==> config.mk <==
export PLATFORM = sky130hd
export DESIGN_NAME = jtag_tap_driver
export DESIGN_NICKNAME = d
export VERILOG_FILES = /design/src/rtl/jtag_tap_driver.sv
export SDC_FILE = /design/constraint.sdc
export NUM_CORES = 1
export LEC_CHECK = 0
export CELL_PAD_IN_SITES_DETAIL_PLACEMENT = 1
export CELL_PAD_IN_SITES_GLOBAL_PLACEMENT = 1
export CORE_ASPECT_RATIO = 1.4
export CORE_MARGIN = 2
export CORE_UTILIZATION = 40
export DETAILED_ROUTE_END_ITERATION = 8
export HOLD_SLACK_MARGIN = 0.03
export PLACE_DENSITY = 0.86
export RECOVER_POWER = 25
export SLEW_MARGIN = 40
export SYNTH_ARGS = -nofsm -noshare
export SYNTH_HDL_FRONTEND = slang
export SYNTH_SLANG_ARGS = --single-unit
==> constraint.sdc <==
create_clock -name clk -period 3.39 [get_ports clk]
set_clock_uncertainty 0.2 [all_clocks]
set_input_delay 0.678 -clock clk [delete_from_list [all_inputs] [get_ports clk]]
set_output_delay 0.678 -clock clk [all_outputs]
set_load 0.01 [all_outputs]
==> src/rtl/jtag_tap_driver.sv <==
// Host-side JTAG master: turns reset / IR scan / DR scan / run-idle commands into
// tck/tms/tdi waveforms, captures tdo and mirrors the target TAP state.
`timescale 1ns/1ps
`ifndef TAP_STATE_WIDTH
`define TAP_STATE_WIDTH 4
`endif

module jtag_tap_driver #(
    parameter int TCK_DIV = 2,
    parameter int MAX_LEN = 32,
    parameter int LEN_W   = 6
) (
    input  logic                        clk,
    input  logic                        reset,
    input  logic                        cmd_valid,
    output logic                        cmd_ready,
    input  logic [1:0]                  cmd_op,
    input  logic [LEN_W-1:0]            cmd_len,
    input  logic [MAX_LEN-1:0]          cmd_data,
    output logic                        rsp_valid,
    output logic [MAX_LEN-1:0]          rsp_data,
    output logic                        tck,
    output logic                        tms,
    output logic                        tdi,
    input  logic                        tdo,
    output logic [`TAP_STATE_WIDTH-1:0] tap_state
);

    localparam int TW    = `TAP_STATE_WIDTH;
    localparam int DIV_W = (TCK_DIV > 1) ? $clog2(TCK_DIV) : 1;

    localparam logic [TW-1:0] TAP_TEST_LOGIG_RESET = TW'(0);
    localparam logic [TW-1:0] TAP_RUN_TEST_IDLE    = TW'(1);
    localparam logic [TW-1:0] TAP_SELECT_DR        = TW'(2);
    localparam logic [TW-1:0] TAP_CAPTURE_DR       = TW'(3);
    localparam logic [TW-1:0] TAP_SHIFT_DR         = TW'(4);
    localparam logic [TW-1:0] TAP_EXIT1_DR         = TW'(5);
    localparam logic [TW-1:0] TAP_PAUSE_DR         = TW'(6);
    localparam logic [TW-1:0] TAP_EXIT2_DR         = TW'(7);
    localparam logic [TW-1:0] TAP_UPDATE_DR        = TW'(8);
    localparam logic [TW-1:0] TAP_SELECT_IR        = TW'(9);
    localparam logic [TW-1:0] TAP_CAPTURE_IR       = TW'(10);
    localparam logic [TW-1:0] TAP_SHIFT_IR         = TW'(11);
    localparam logic [TW-1:0] TAP_EXIT1_IR         = TW'(12);
    localparam logic [TW-1:0] TAP_PAUSE_IR         = TW'(13);
    localparam logic [TW-1:0] TAP_EXIT2_IR         = TW'(14);
    localparam logic [TW-1:0] TAP_UPDATE_IR        = TW'(15);

    typedef enum logic [2:0] {
        S_IDLE, S_PREFIX, S_SHIFT, S_SUFFIX, S_RUN, S_DONE
    } state_t;

    function automatic logic [TW-1:0] tap_next(input logic [TW-1:0] s, input logic m);
        case (s)
            TAP_TEST_LOGIG_RESET: tap_next = m ? TAP_TEST_LOGIG_RESET : TAP_RUN_TEST_IDLE;
            TAP_RUN_TEST_IDLE:    tap_next = m ? TAP_SELECT_DR  : TAP_RUN_TEST_IDLE;
            TAP_SELECT_DR:        tap_next = m ? TAP_SELECT_IR  : TAP_CAPTURE_DR;
            TAP_CAPTURE_DR:       tap_next = m ? TAP_EXIT1_DR   : TAP_SHIFT_DR;
            TAP_SHIFT_DR:         tap_next = m ? TAP_EXIT1_DR   : TAP_SHIFT_DR;
            TAP_EXIT1_DR:         tap_next = m ? TAP_UPDATE_DR  : TAP_PAUSE_DR;
            TAP_PAUSE_DR:         tap_next = m ? TAP_EXIT2_DR   : TAP_PAUSE_DR;
            TAP_EXIT2_DR:         tap_next = m ? TAP_UPDATE_DR  : TAP_SHIFT_DR;
            TAP_UPDATE_DR:        tap_next = m ? TAP_SELECT_DR  : TAP_RUN_TEST_IDLE;
            TAP_SELECT_IR:        tap_next = m ? TAP_TEST_LOGIG_RESET : TAP_CAPTURE_IR;
            TAP_CAPTURE_IR:       tap_next = m ? TAP_EXIT1_IR   : TAP_SHIFT_IR;
            TAP_SHIFT_IR:         tap_next = m ? TAP_EXIT1_IR   : TAP_SHIFT_IR;
            TAP_EXIT1_IR:         tap_next = m ? TAP_UPDATE_IR  : TAP_PAUSE_IR;
            TAP_PAUSE_IR:         tap_next = m ? TAP_EXIT2_IR   : TAP_PAUSE_IR;
            TAP_EXIT2_IR:         tap_next = m ? TAP_UPDATE_IR  : TAP_SHIFT_IR;
            TAP_UPDATE_IR:        tap_next = m ? TAP_SELECT_DR  : TAP_RUN_TEST_IDLE;
            default:              tap_next = TAP_TEST_LOGIG_RESET;
        endcase
    endfunction

    state_t               state;
    logic [DIV_W-1:0]     div;
    logic [5:0]           pre_seq;
    logic [2:0]           pre_left;
    logic [LEN_W-1:0]     sh_left;
    logic [1:0]           suf_left;
    logic [LEN_W-1:0]     run_left;
    logic [MAX_LEN-1:0]   data_q;
    logic [MAX_LEN-1:0]   cap;
    logic [LEN_W-1:0]     sh_idx;

    logic                 accept, active, edge_due, rise, fall, launch;
    logic [LEN_W-1:0]     len_c;
    logic [5:0]           f_seq, src_seq, l_seq;
    logic [2:0]           f_pre, src_pre, l_pre;
    logic [LEN_W-1:0]     f_sh, src_sh, l_sh;
    logic [1:0]           f_suf, src_suf, l_suf;
    logic [LEN_W-1:0]     f_run, src_run, l_run;
    logic [MAX_LEN-1:0]   src_data, l_data;
    state_t               l_state;
    logic                 l_tms, l_tdi;

    always_comb begin
        accept   = (state == S_IDLE) && cmd_valid;
        active   = (state == S_PREFIX) || (state == S_SHIFT) ||
                   (state == S_SUFFIX) || (state == S_RUN);
        edge_due = active && (div == DIV_W'(TCK_DIV - 1));
        rise     = edge_due && !tck;
        fall     = edge_due && tck;
        launch   = accept || fall;
    end

    // Work plan for a freshly accepted command; prefix tms bits are stored LSB first.
    always_comb begin
        len_c = (cmd_len > LEN_W'(MAX_LEN)) ? LEN_W'(MAX_LEN) : cmd_len;
        f_seq = '0;
        f_pre = '0;
        f_sh  = '0;
        f_suf = '0;
        f_run = '0;
        case (cmd_op)
            2'b00: begin
                f_seq = 6'b011111;
                f_pre = 3'd6;
            end
            2'b01: begin
                f_seq = {2'b00, (len_c == '0) ? 4'b1011 : 4'b0011};
                f_pre = 3'd4;
                f_sh  = len_c;
                f_suf = 2'd2;
            end
            2'b10: begin
                f_seq = {3'b000, (len_c == '0) ? 3'b101 : 3'b001};
                f_pre = 3'd3;
                f_sh  = len_c;
                f_suf = 2'd2;
            end
            default: f_run = len_c;
        endcase
        if (cmd_op != 2'b00 && tap_state == TAP_TEST_LOGIG_RESET) begin
            f_seq = {f_seq[4:0], 1'b0};
            f_pre = f_pre + 3'd1;
        end
    end

    // Pick the next tck period from the remaining work and consume it.
    always_comb begin
        src_seq  = accept ? f_seq    : pre_seq;
        src_pre  = accept ? f_pre    : pre_left;
        src_sh   = accept ? f_sh     : sh_left;
        src_suf  = accept ? f_suf    : suf_left;
        src_run  = accept ? f_run    : run_left;
        src_data = accept ? cmd_data : data_q;
        l_state  = S_DONE;
        l_tms    = tms;
        l_tdi    = 1'b0;
        l_seq    = src_seq;
        l_pre    = src_pre;
        l_sh     = src_sh;
        l_suf    = src_suf;
        l_run    = src_run;
        l_data   = src_data;
        if (src_pre != 3'd0) begin
            l_state = S_PREFIX;
            l_tms   = src_seq[0];
            l_seq   = src_seq >> 1;
            l_pre   = src_pre - 3'd1;
        end else if (src_sh != '0) begin
            l_state = S_SHIFT;
            l_tms   = (src_sh == LEN_W'(1));
            l_tdi   = src_data[0];
            l_data  = src_data >> 1;
            l_sh    = src_sh - LEN_W'(1);
        end else if (src_suf != 2'd0) begin
            l_state = S_SUFFIX;
            l_tms   = (src_suf == 2'd2);
            l_suf   = src_suf - 2'd1;
        end else if (src_run != '0) begin
            l_state = S_RUN;
            l_tms   = 1'b0;
            l_run   = src_run - LEN_W'(1);
        end
    end

    always_ff @(posedge clk or posedge reset) begin
        if (reset) begin
            state     <= S_IDLE;
            div       <= '0;
            tck       <= 1'b0;
            tms       <= 1'b1;
            tdi       <= 1'b0;
            cmd_ready <= 1'b1;
            rsp_valid <= 1'b0;
            rsp_data  <= '0;
            tap_state <= TAP_TEST_LOGIG_RESET;
            pre_seq   <= '0;
            pre_left  <= '0;
            sh_left   <= '0;
            suf_left  <= '0;
            run_left  <= '0;
        end else begin
            rsp_valid <= 1'b0;
            if (active)
                div <= edge_due ? '0 : div + DIV_W'(1);
            if (rise) begin
                tck       <= 1'b1;
                tap_state <= tap_next(tap_state, tms);
            end
            if (launch) begin
                tck       <= 1'b0;
                tms       <= l_tms;
                tdi       <= l_tdi;
                state     <= l_state;
                cmd_ready <= 1'b0;
                pre_seq   <= l_seq;
                pre_left  <= l_pre;
                sh_left   <= l_sh;
                suf_left  <= l_suf;
                run_left  <= l_run;
                if (l_state == S_DONE) begin
                    rsp_valid <= 1'b1;
                    rsp_data  <= accept ? '0 : cap;
                end
            end
            if (state == S_DONE) begin
                state     <= S_IDLE;
                cmd_ready <= 1'b1;
            end
        end
    end

    // Shift data and capture register: cleared per command, no reset needed.
    always_ff @(posedge clk) begin
        if (launch)
            data_q <= l_data;
        if (accept) begin
            cap    <= '0;
            sh_idx <= '0;
        end else if (rise && state == S_SHIFT) begin
            cap    <= cap | ({{(MAX_LEN-1){1'b0}}, tdo} << sh_idx);
            sh_idx <= sh_idx + LEN_W'(1);
        end
    end

endmodule

==> summary.txt, run 1 <==
=====================================================================================
Result of the run ...................................................... complete, no violations
Netlist cell types .....................................................           67
Synthesized area per cell ..............................................   10.5 sq um
Warning count from the yosys run .......................................            0
Via count of the first global-routing pass .............................         6377
DP Cell Count ..........................................................          967
Starting density of the core ...........................................        41.1%
Placer congestion estimate .............................................        0.865
Maximum fanout count along the critical path ...........................           12
Syn Std Cell Area ...................................................... 0.00692 sq mm
Detailed placer's ending HPWL ..........................................      14.3 mm
# hold bufs at CTS .....................................................            0
Horizontal extent of the die ...........................................  115 microns
Flip-flop and latch count after synthesis ..............................          138
Logic depth of the worst register-to-register path .....................           11
Switching power of the nets ............................................      2.48 mW
Standard-cell row count ................................................           56
Fillcell total .........................................................         1847
Main flop type after synthesis .........................................      dfrtp_1
Area occupied by multi-input gates ..................................... 0.00331 sq mm
Final sum of negative setup slack ......................................         0 ns
Die Area ............................................................... 0.0184 sq mm
Count of antenna diodes in the layout ..................................            0
Count of unresolved DRC violations after routing .......................            0
Layout Area Growth over Synthesis ......................................        30.8%
Highest achievable clock rate ..........................................    0.303 GHz
Crit end category ......................................................     register
Worst Hold Margin ......................................................     0.256 ns
Clk slew on worst S/H paths ............................................      0.06 ns
Sort of element at the start of the critical path ...................... primary input
Hold violation count in the final report ...............................            0
Capture instance of the worst register-to-register path ................ data_q[1]$_DFFE_PN_
Worst slew margin relative to its limit ................................        24.5%
Fraction of layout instances using a drive strength above 1 ............        19.9%
Max-cap violation count ................................................            0
Number of H-tree levels ................................................            4
Switching part of the total ............................................        34.4%
Count of cells along the worst hold path ...............................            2
Reg2Reg Setup Slack ....................................................      0.33 ns
Most frequent standard cell in the layout excluding fill and tap cells .      nand2_1
Kind of cell adding the most delay to the critical path ................ simple AND/OR/NAND/NOR gates
Setup-failing EPs final ................................................            0
CTS tree ...............................................................        built
Static leakage power ...................................................      3.55 nW
TritonCTS sink count ...................................................          138
Non-Filler Instances ...................................................         1001
Power per cell area ....................................................  797 mW/mm^2
Starting DRC count in detailed routing .................................          314
Start point of the worst hold path ..................................... cap[13]$_SDFFE_PN0P_
Actual transition at the worst max-transition pin ......................      1.13 ns
Reg-to-reg startpoint .................................................. tap_state[3]$_DFFE_PP0P_
Initial antenna violation count ........................................            0
Max Slew Vio Count .....................................................            0
Worst Path Arrival .....................................................      3.45 ns
Critical path, cell by cell ............................................ clkdlybuf4s50_1 -> or4b_4 -> buf_4 -> nor2_1 -> o31a_1 -> a21oi_2 -> ha_4 -> nand2_4 -> buf_4 -> nor2_2 -> buf_4 -> or3_1 -> nand3_1
CP max stage delay .....................................................      0.51 ns
Endpoint required time on the critical path ............................      3.54 ns
Most area-consuming cells after synthesis .............................. dfrtp_1 24%, edfxtp_1 14%, dfxtp_1 11%, mux4_2 9.8%, o21ai_0 6.0%
CTS max path bufs ......................................................            2
Part of the power in combinational logic ...............................        37.2%
Routed vias ............................................................         5900
Worst path most repeated cell ..........................................        buf_4
Maximum number of pins on one net before global-route repair ...........           66
Largest area contributor in the synthesized netlist ....................      dfrtp_1
Total wirelength of the detailed-routed design .........................      21.0 mm
Avg Vias per Cell ......................................................         5.89
Internal cell power ....................................................      4.73 mW
Length of the first detailed-routing pass in iterations ................            4
Net count after synthesis ..............................................          717
Synthesized instance count .............................................          659
Endpoint with the worst hold slack ..................................... cap[13]$_SDFFE_PN0P_
Library cell used as clock root buffer .................................    clkbuf_16
Post-route clock period utilization ....................................        97.4%
Fin crit period ........................................................      3.30 ns
Final layout net count .................................................          843
Sum of overflow across all layers after global routing .................            0
Number of CTS-inserted buffers .........................................           17
Post-layout instance area .............................................. 0.00904 sq mm
Seq/Total Area, Yosys ..................................................        49.5%
Placeable core region .................................................. 0.0168 sq mm
Die Ht .................................................................  160 microns
Worst Path Buf+Inv .....................................................            4
Final Util .............................................................        53.8%
Average wire per standard cell ......................................... 21.0 microns
Commonest cells after routing, fill and taps aside ..................... 103 x nand2_1, 83 x o21ai_0, 83 x clkdlybuf4s50_1, 66 x dfrtp_1, 56 x buf_4
Total setup buffers inserted after CTS .................................            0
I/O Buffers ............................................................           84
Global router's overall resource usage .................................        23.2%
Sequential power share .................................................        35.4%
Post-synth top area share ..............................................        23.9%
Number of enable-type register cells in the synthesized netlist ........           32
Area of placed instances ............................................... 0.00834 sq mm
Peak supply drop .......................................................     0.357 mV
CP max stage cell ......................................................       or4b_4
FF+latch area .......................................................... 0.00343 sq mm
CP Class ............................................................... primary input to register
Number of nets with antenna violations after routing ...................            0
Wire length of the first global-routing pass ...........................      33.5 mm
Number of ports placed on the die boundary .............................           85
Clock latency on the worst-skew pair ...................................      0.42 ns
Ys async rst share .....................................................        49.3%
Tightest Hold Check Type ............................................... register to register
Clock power share ......................................................        27.4%
=====================================================================================
[how the worst max path moves through the flow]
stage | from | end | slack (ns) | depth (start not counted)
detailed placement | cmd_valid | run_left[4]$_DFFE_PP0N_ | -0.40 | 11
floorplan | cmd_valid | rsp_data[11]$_DFFE_PP0P_ | 0.02 | 13
global route | cmd_op[0] | rsp_data[16]$_DFFE_PP0P_ | -0.03 | 13
finish | cmd_valid | sh_left[3]$_DFFE_PP0N_ | 0.09 | 13
CTS | cmd_valid | run_left[4]$_DFFE_PP0N_ | 0.05 | 11
global placement | cmd_valid | data_q[27]$_DFFE_PN_ | -0.26 | 10
[worst reg2reg max path, cell delays in order (launching register included)]
cell	delay (ns)
dfrtp_1	0.39
nor4_2	0.27
buf_4	0.20
nand2b_1	0.11
xnor2_1	0.17
mux2i_2	0.19
ha_2	0.24
ha_4	0.18
inv_1	0.09
a21oi_4	0.20
clkbuf_16	0.23
mux4_2	0.33
[power groups by stage]
| stage | Combinational [mW] | Clock, mW | Sequential [mW] |
|---|---|---|---|
| floorplan | 1.75 | 0 | 2.47 |
| finish | 2.68 | 1.97 | 2.55 |
| detailed placement | 2.59 | 0 | 2.56 |
| CTS | 2.63 | 2.00 | 2.55 |
| global placement | 2.42 | 0 | 2.52 |
| global route | 2.91 | 2.07 | 2.61 |
[Yosys cell counts, types with 7 or more instances]
master and number:
nand2b_1 8, nand2_1 104, clkbuf_1 19, edfxtp_1 32
nor3_1 7, and3_1 16, nand3_1 8, ha_1 14
mux4_2 30, a21oi_1 43, dfrtp_1 66, o21ai_0 83
nor4_1 8, dfxtp_1 38, inv_1 13, xor2_1 9
nor2_1 39
[cell type report]
type / instances / share of cell area [%]
Clock buffer: 18 / 4.86
Clock inverter: 14 / 2.03
Inverter: 14 / 0.581
Tap cell: 203 / 2.81
Timing Repair Buffer: 146 / 15.2
Multi-Input combinational cell: 468 / 36.6
Sequential cell: 138 / 37.9
[sequential cells by signal, indices dropped and copies added (netlist names)]
signal     cells
rsp_valid      1
data_q        32
sh_left        6
run_left       6
suf_left       2
tap_state      4
div            1
pre_left       3
tck            1
state          3
cmd_ready      1
pre_seq        6
sh_idx         6
rsp_data      32
cap           32
tms            1
tdi            1
[through the flow]
stage,total power [mW],setup WS (ns)
6_report,7.21,0.0874
5_1_grt,7.58,-0.0307
4_1_cts,7.17,0.0508
3_5_place_dp,5.16,-0.402
3_3_place_gp,4.94,-0.257
2_1_floorplan,4.22,0.0205
[logic make-up (layout without fill, tap and decap cells)]
family	Yosys count	count (layout)	share of synthesized area, %
fa+ha+maj	14	14	2.53
simple gates	225	225	15.9
buf+inv	53	192	3.98
compound gates	173	173	14.6
flops	138	138	49.5
mux	41	41	11.6
xor+xnor	15	15	1.90
[layer usage]
layer / global-route usage, % / vias up / part of all wire, %
li1: - / 2670 / -
met1: 26.4 / 3002 / 38
met2: 41.0 / 168 / 55
met3: 4.87 / 60 / 3.1
met4: 10.7 / 0 / 3.7
met5: 0 / - / 0
[what timing repair did]
| action | in CTS | in global routing |
|---|---|---|
| endpoints found under the setup margin | 0 | 58 |
| resized for setup | 0 | 9 |
| hold endpoints to repair | 0 | 0 |
No activity file was read; power rests on OpenSTA's default activity.
==> inputs of run 2 (changes only) <==
--- a/config.mk
+++ b/config.mk
@@ -5,14 +5,15 @@
 export SDC_FILE = /design/constraint.sdc
 export NUM_CORES = 1
 export LEC_CHECK = 0
+export ABC_AREA = 1
 export CELL_PAD_IN_SITES_DETAIL_PLACEMENT = 1
 export CELL_PAD_IN_SITES_GLOBAL_PLACEMENT = 1
 export CORE_ASPECT_RATIO = 1.4
 export CORE_MARGIN = 2
-export CORE_UTILIZATION = 40
+export CORE_UTILIZATION = 38
 export DETAILED_ROUTE_END_ITERATION = 8
 export HOLD_SLACK_MARGIN = 0.03
-export PLACE_DENSITY = 0.86
+export PLACE_DENSITY = 0.87
 export RECOVER_POWER = 25
 export SLEW_MARGIN = 40
 export SYNTH_ARGS = -nofsm -noshare
==> constraint.sdc (replaced) <==
create_clock -name clk -period 3.39 [get_ports clk]
set_clock_uncertainty 0.2 [all_clocks]
set_input_delay 0.339 -clock clk [delete_from_list [all_inputs] [get_ports clk]]
set_output_delay 0.339 -clock clk [all_outputs]
set_load 0.01 [all_outputs]
==> summary.txt, run 2 <==
=====================================================================================
Result of the run ...................................................... complete, but fails checks
Violated checks ........................................................ capacitance limit, slew limit
Maximum fanout count along the critical path ...........................           10   -2
Compound-gate portion of the synthesized area ..........................        12.5%   -2.1 points
Most frequent standard cell in the layout excluding fill and tap cells .      nand2_1
Placeable core region .................................................. 0.0186 sq mm   +11%
Most used standard cells in the synthesized netlist .................... 356 x nand2_1, 82 x inv_1, 68 x o21ai_0, 66 x dfrtp_1
Post-synthesis xor/xnor area fraction ..................................       0.485%   -1.4 points
Mux contribution to synthesized area ...................................       0.277%   -11 points
Library cell used as clock root buffer .................................    clkbuf_16
Endpoint required time on the critical path ............................      3.54 ns   about the same
CTS max path bufs ......................................................            2   unchanged
Warning count from the yosys run .......................................            0   unchanged
Ys async rst share .....................................................        49.3%   unchanged
RSZ-0062 raised after global routing ...................................           no
Number of nets with antenna violations after routing ...................            0   unchanged
CP max stage delay .....................................................      0.47 ns   -0.04 ns
Fillcell total .........................................................         2295   +24%
Area of placed instances ............................................... 0.00845 sq mm   +1.2%
Crit end category ......................................................     register
Adder and majority cell fraction of the synthesized area ...............        2.43%   -0.11 points
Placer congestion estimate .............................................        0.881   +1.9%
Post-Synth Simple-Gate Area ............................................        29.0%   +13 points
Netlist cell types .....................................................           46   -31%
Total wirelength of the detailed-routed design .........................      20.3 mm   -3.2%
Combinational family with the most area after synthesis ................ simple AND/OR/NAND/NOR gates
Layout Area Growth over Synthesis ......................................        24.8%
Synthesized instance count .............................................          930   +41%
Count of antenna diodes in the layout ..................................            0   unchanged
Critical path, cell by cell ............................................ nor2_1 -> nand2_1 -> nor2_2 -> xor2_1 -> nand2_1 -> o21ai_0 -> ha_1 -> ha_1 -> buf_4 -> inv_1 -> buf_4 -> nand2_1 -> a21boi_0 -> nand2_1 -> nand2_1 -> nand2_1
Length of the first detailed-routing pass in iterations ................            4   unchanged
Wire length of the first global-routing pass ...........................      33.6 mm   +0.37%
Syn Std Cell Area ...................................................... 0.00722 sq mm   +4.3%
Sum of overflow across all layers after global routing .................            0   unchanged
Post-layout instance area .............................................. 0.00901 sq mm   -0.43%
Post-synth top area share ..............................................        22.9%   -0.99 points
Clock latency on the worst-skew pair ...................................      0.43 ns   about the same
Post-place setup slack .................................................    -0.177 ns   +0.225 ns
Via count of the first global-routing pass .............................         6887   +8.0%
Net count after synthesis ..............................................          988   +38%
Worst path most repeated cell ..........................................      nand2_1
Final layout net count .................................................         1084   +29%
Max-cap violation count ................................................            1   +1
Area occupied by multi-input gates ..................................... 0.00325 sq mm   -2.0%
Commonest cells after routing, fill and taps aside ..................... 355 x nand2_1, 83 x clkdlybuf4s50_1, 81 x inv_1, 68 x o21ai_0, 66 x dfrtp_1
Synthesized area per cell ..............................................   7.76 sq um   -26%
Tightest Hold Check Type ............................................... register to register
Maximum number of pins on one net before global-route repair ...........           47   -29%
Flip-flop and latch count after synthesis ..............................          138   unchanged
Worst Path Arrival .....................................................      3.24 ns   -0.21 ns
Sort of element at the start of the critical path ......................     register
Actual transition at the worst max-transition pin ......................      1.97 ns   +0.835 ns
# hold bufs at CTS .....................................................            0   unchanged
Peak supply drop .......................................................     0.529 mV   +48%
Initial antenna violation count ........................................            0   unchanged
Average wire per standard cell ......................................... 15.9 microns   -24%
Seq/Total Area, Yosys ..................................................        47.5%   -2.1 points
CP max stage cell ......................................................      dfrtp_1
TritonCTS sink count ...................................................          138   unchanged
Die Area ............................................................... 0.0201 sq mm   +9.5%
Most area-consuming cells after synthesis .............................. dfrtp_1 23%, nand2_1 19%, edfxtp_1 13%, dfxtp_1 11%, o21ai_0 4.7%
Largest registers ranked by flip-flop count ............................ cap (32), data_q (32), rsp_data (32)
Global router's overall resource usage .................................        21.0%   -2.2 points
Worst slew margin relative to its limit ................................       -31.8%   -56 points
Hold violation count in the final report ...............................            0   unchanged
Detailed placer's ending HPWL ..........................................      14.6 mm   +2.0%
Fin crit period ........................................................      3.09 ns   -0.213 ns
Starting density of the core ...........................................        38.8%   -2.3 points
CP Class ............................................................... register to register
Number of CTS-inserted buffers .........................................           17   unchanged
CTS tree ...............................................................        built
Smallest setup slack after layout ......................................     0.301 ns   +0.213 ns
Routed vias ............................................................         6575   +11%
Horizontal extent of the die ...........................................  120 microns   +4.6%
Die Ht .................................................................  167 microns   +4.7%
Number of enable-type register cells in the synthesized netlist ........           32   unchanged
Fraction of layout instances using a drive strength above 1 ............        11.3%   -8.7 points
Avg Vias per Cell ......................................................         5.12   -13%
Starting DRC count in detailed routing .................................          324   +3.2%
Highest achievable clock rate ..........................................    0.324 GHz   +6.9%
Largest area contributor in the synthesized netlist ....................      dfrtp_1
Power after layout .....................................................      8.10 mW   +12%
Power per cell area ....................................................  899 mW/mm^2   +13%
Number of H-tree levels ................................................            4   unchanged
Count of unresolved DRC violations after routing .......................            0   unchanged
I/O Buffers ............................................................           84   unchanged
Final Util .............................................................        48.4%   -5.4 points
Post-route clock period utilization ....................................        91.1%   -6.3 points
Clk slew on worst S/H paths ............................................      0.06 ns   about the same
Leading cell type by number of instances after synthesis ...............      nand2_1
Setup-failing EPs final ................................................            0   unchanged
FF+latch area .......................................................... 0.00343 sq mm   unchanged
Main flop type after synthesis .........................................      dfrtp_1
Static leakage power ...................................................      4.17 nW   +17%
Max Slew Vio Count .....................................................           46   +46
Standard-cell row count ................................................           59   +5.4%
Number of ports placed on the die boundary .............................           85   unchanged
=====================================================================================
## run 2: changes by cell type in the layout (fill, tap and decap cells not counted), moves of 24 or more
cell | previous run | this run
nand2_1 | 103 | 355
inv_1 | 13 | 81
nand3_1 | 8 | 49
mux4_2 | 30 | 0
buf_4 | 56 | 28
o21ai_2 | 1 | 26
a21oi_1 | 39 | 15
## run 2: critical path, delay by kind of cell, from the launching register on
kind	cells	cell delay (ns)
buf+inv	3	0.54
flops	1	0.47
xor+xnor	1	0.16
fa+ha+maj	2	0.47
simple gates	8	0.88
compound gates	2	0.31
## run 2: timing repair
action | in CTS | in global routing
setup endpoints to repair | 0 | 4
gates resized for setup | 0 | 3
buffers inserted | 0 | 0
## run 2: layout make-up
class,count,share of cell area (%)
sequential,138,38.0
multi-input combinational,663,36.1
timing repair buffer,118,12.6
clock buffer,21,5.25
inverter,88,3.68
tap,244,3.39
clock inverter,11,0.931
## run 2: path summary, 6_finish.rpt
kind                                           from                        to  cells past startpoint  slack [ns]
setup / recovery           tap_state[0]$_DFFE_PP0P_           tms$_DFFE_PP1P_                     16        0.30
hold / removal                 cap[30]$_SDFFE_PN0P_      cap[30]$_SDFFE_PN0P_                      2        0.26
setup reg to reg           tap_state[0]$_DFFE_PP0P_           tms$_DFFE_PP1P_                     16        0.30
hold reg to reg                cap[30]$_SDFFE_PN0P_      cap[30]$_SDFFE_PN0P_                      2        0.26
max in group asynchronous                     reset    pre_seq[5]$_DFFE_PP0N_                      3        0.77
min in group asynchronous                     reset  rsp_data[29]$_DFFE_PP0P_                      2        0.69
## run 2: per-layer routing
layer / vias to the layer above / track usage (%) / wire length [microns]
li1: 3205 / - / -
met1: 3214 / 23.3 / 7960
met2: 114 / 39.4 / 11300
met3: 42 / 3.53 / 496
met4: 0 / 8.19 / 559
met5: - / 0 / 0
## run 2: cells by family (layout without fill, tap and decap cells)
logic type | Yosys count | count (layout)
AOI/OAI and AO/OA | 146 | 146
xor gates and xnor gates | 4 | 4
adders and majority gates | 14 | 14
buffers and inverters | 129 | 238
DFF | 138 | 138
muxes | 2 | 2
and+or+nand+nor | 497 | 497
## run 2: where the power goes
group / leakage, nW / internal, mW / switching (mW)
registers: 1.52 / 2.32 / 0.226
logic: 2.38 / 1.29 / 2.50
clock network: 0.269 / 1.01 / 0.752
## run 2: per-stage QoR
stage	instances	TNS (ns)	hold WS, ns
floorplan	930	0	0.219
global placement	1251	-0.0362	0.236
detailed placement	1251	-1.80	0.244
CTS	1283	0	0.166
global route	1283	0	0.293
finish	1283	0	0.259
==> inputs of run 3 (changes only) <==
--- a/config.mk
+++ b/config.mk
@@ -8,7 +8,7 @@
 export ABC_AREA = 1
 export CELL_PAD_IN_SITES_DETAIL_PLACEMENT = 1
 export CELL_PAD_IN_SITES_GLOBAL_PLACEMENT = 1
-export CORE_ASPECT_RATIO = 1.4
+export CORE_ASPECT_RATIO = 2
 export CORE_MARGIN = 2
 export CORE_UTILIZATION = 38
 export DETAILED_ROUTE_END_ITERATION = 8
==> summary.txt, run 3 (synthesized netlist as in run 2, its figures left out) <==
=====================================================================================
Post-layout instance area .............................................. 0.00912 sq mm   +1.3%
Fin crit period ........................................................      3.16 ns   +0.0734 ns
Average wire per standard cell ......................................... 16.1 microns   +1.6%
Area of placed instances ............................................... 0.00848 sq mm   +0.40%
Wire length of the first global-routing pass ...........................      34.2 mm   +1.8%
Wire length on met3 ....................................................  390 microns   -21%
TritonCTS sink count ...................................................          138   unchanged
Clk slew on worst S/H paths ............................................      0.06 ns   about the same
Maximum number of pins on one net before global-route repair ...........           66   +40%
Starting DRC count in detailed routing .................................          283   -13%
Most frequent standard cell in the layout excluding fill and tap cells .      nand2_1
Total routed wire length on the met1 layer .............................      7.40 mm   -7.0%
# hold bufs at CTS .....................................................            0   unchanged
Count of unresolved DRC violations after routing .......................            0   unchanged
Die Area ............................................................... 0.0202 sq mm   +0.25%
Largest registers ranked by flip-flop count ............................ cap (32), data_q (32), rsp_data (32)
Standard-cell row count ................................................           71   +20%
CP Class ............................................................... primary input to register
Detailed placer's ending HPWL ..........................................      15.0 mm   +3.2%
Endpoint required time on the critical path ............................      3.52 ns   -0.02 ns
Commonest cells after routing, fill and taps aside ..................... 355 x nand2_1, 83 x clkdlybuf4s50_1, 81 x inv_1, 67 x o21ai_0, 65 x dfrtp_1
Peak supply drop .......................................................     0.393 mV   -26%
Maximum fanout count along the critical path ...........................            5   -5
Static leakage power ...................................................      4.22 nW   +1.2%
Power after layout .....................................................      8.48 mW   +4.7%
Highest achievable clock rate ..........................................    0.316 GHz   -2.3%
Library cell used as clock root buffer .................................    clkbuf_16
Met2 wirelength from detailed routing ..................................      12.0 mm   +6.1%
Number of CTS-inserted buffers .........................................           17   unchanged
Post-route clock period utilization ....................................        93.3%   +2.2 points
Reg2Reg Setup Slack ....................................................      0.24 ns   -0.06 ns
Max-cap violation count ................................................            1   unchanged
CTS max path bufs ......................................................            2   unchanged
Tightest Hold Check Type ............................................... register to register
Placer congestion estimate .............................................        0.889   +0.85%
Initial antenna violation count ........................................            0   unchanged
Starting density of the core ...........................................        38.5%   -0.29 points
Global router's overall resource usage .................................        21.9%   +0.88 points
Actual transition at the worst max-transition pin ......................      1.55 ns   -0.413 ns
Max Slew Vio Count .....................................................           35   -24%
Via count of the first global-routing pass .............................         7047   +2.3%
Power per cell area ....................................................  930 mW/mm^2   +3.4%
Placeable core region .................................................. 0.0187 sq mm   +0.76%
Uppermost layer routed .................................................         met4
Crit end category ......................................................     register
CTS tree ...............................................................        built
Die Ht .................................................................  199 microns   +19%
I/O Buffers ............................................................           84   unchanged
Count of antenna diodes in the layout ..................................            0   unchanged
Final layout net count .................................................         1088   +0.37%
Worst slew margin relative to its limit ................................       -4.11%   +28 points
Routed vias ............................................................         6577   +0.030%
Fraction of layout instances using a drive strength above 1 ............        11.9%   +0.64 points
Number of nets with antenna violations after routing ...................            0   unchanged
Sum of overflow across all layers after global routing .................            0   unchanged
Setup-failing EPs final ................................................            0   unchanged
Violated checks ........................................................ capacitance limit, slew limit
Worst Path Arrival .....................................................      3.30 ns   +0.06 ns
Avg Vias per Cell ......................................................         5.07   -1.0%
Sort of element at the start of the critical path ...................... primary input
Layout Area Growth over Synthesis ......................................        26.4%
Number of ports placed on the die boundary .............................           85   unchanged
Horizontal extent of the die ...........................................  101 microns   -16%
Result of the run ...................................................... complete, but fails checks
Number of H-tree levels ................................................            4   unchanged
Total wirelength of the detailed-routed design .........................      20.9 mm   +2.7%
Clock latency on the worst-skew pair ...................................      0.43 ns   about the same
Length of the first detailed-routing pass in iterations ................            5   +1
Hold violation count in the final report ...............................            0   unchanged
RSZ-0062 raised after global routing ...................................           no
=====================================================================================
run 3: changes by cell type in the layout (fill, tap and decap cells not counted), moves of 2 or more:
cell,before,now
buf_4,28,32
clkinvlp_4,3,0
inv_6,3,0
clkbuf_16,18,20
clkinv_2,1,3
clkinv_4,2,4
ha_1,14,12
ha_2,0,2
inv_4,2,0
run 3: power by group:
| part | internal, mW | switching, mW |
|---|---|---|
| Sequential | 2.33 | 0.228 |
| Combinational | 1.39 | 2.61 |
| Clock | 1.18 | 0.739 |
run 3: worst paths after layout:
check	from	end	cells past startpoint
max	cmd_op[0]	sh_left[4]$_DFFE_PP0N_	15
min	cap[31]$_SDFFE_PN0P_	cap[31]$_SDFFE_PN0P_	2
max reg2reg	tap_state[1]$_DFFE_PP0P_	sh_left[4]$_DFFE_PP0N_	17
min reg2reg	cap[31]$_SDFFE_PN0P_	cap[31]$_SDFFE_PN0P_	2
max in group asynchronous	reset	sh_left[3]$_DFFE_PP0N_	3
min in group asynchronous	reset	tap_state[3]$_DFFE_PP0P_	2
run 3: routing by layer:
metal	vias up	track usage (%)
li1	3207	-
met1	3195	21.2
met2	117	42.0
met3	58	3.30
met4	0	13.3
met5	-	0
run 3: final cells by class:
cell class | instances | area (sq um)
fillers | 2267 | 9630
flip-flops and latches | 138 | 3430
multi-input cells | 663 | 3260
repair buffers | 122 | 1170
clock buffers | 23 | 532
inverters | 88 | 332
well taps | 255 | 319
clock inverters | 8 | 80.1
run 3: stage by stage:
stage	hold WS, ns	worst slack, ns	std cells	utilization [%]	TNS, ns
2_1_floorplan	0.219	0.468	930	-	0
3_3_place_gp	0.237	-0.159	1265	45.3	-6.68
3_5_place_dp	0.248	-0.283	1265	45.3	-11.47
4_1_cts	0.168	0.0762	1296	48.5	0
5_1_grt	0.288	0.00643	1297	48.6	0
6_report	0.257	0.227	1297	48.6	0
run 3: what timing repair did:
action / CTS / global route
setup buffers: 0 / 1
setup endpoints to repair: 0 / 66
gates resized for setup: 0 / 9
run 3: critical path, stage by stage:
cell and delay, ns:
clkdlybuf4s50_1 0.48, inv_1 0.06, buf_4 0.13, ha_1 0.35
nand4_1 0.27, o21ai_0 0.30, inv_1 0.10, ha_1 0.22
buf_4 0.14, nand3_4 0.12, nor2_8 0.06, nor2_1 0.31
buf_4 0.19, inv_1 0.03, o21ai_0 0.17
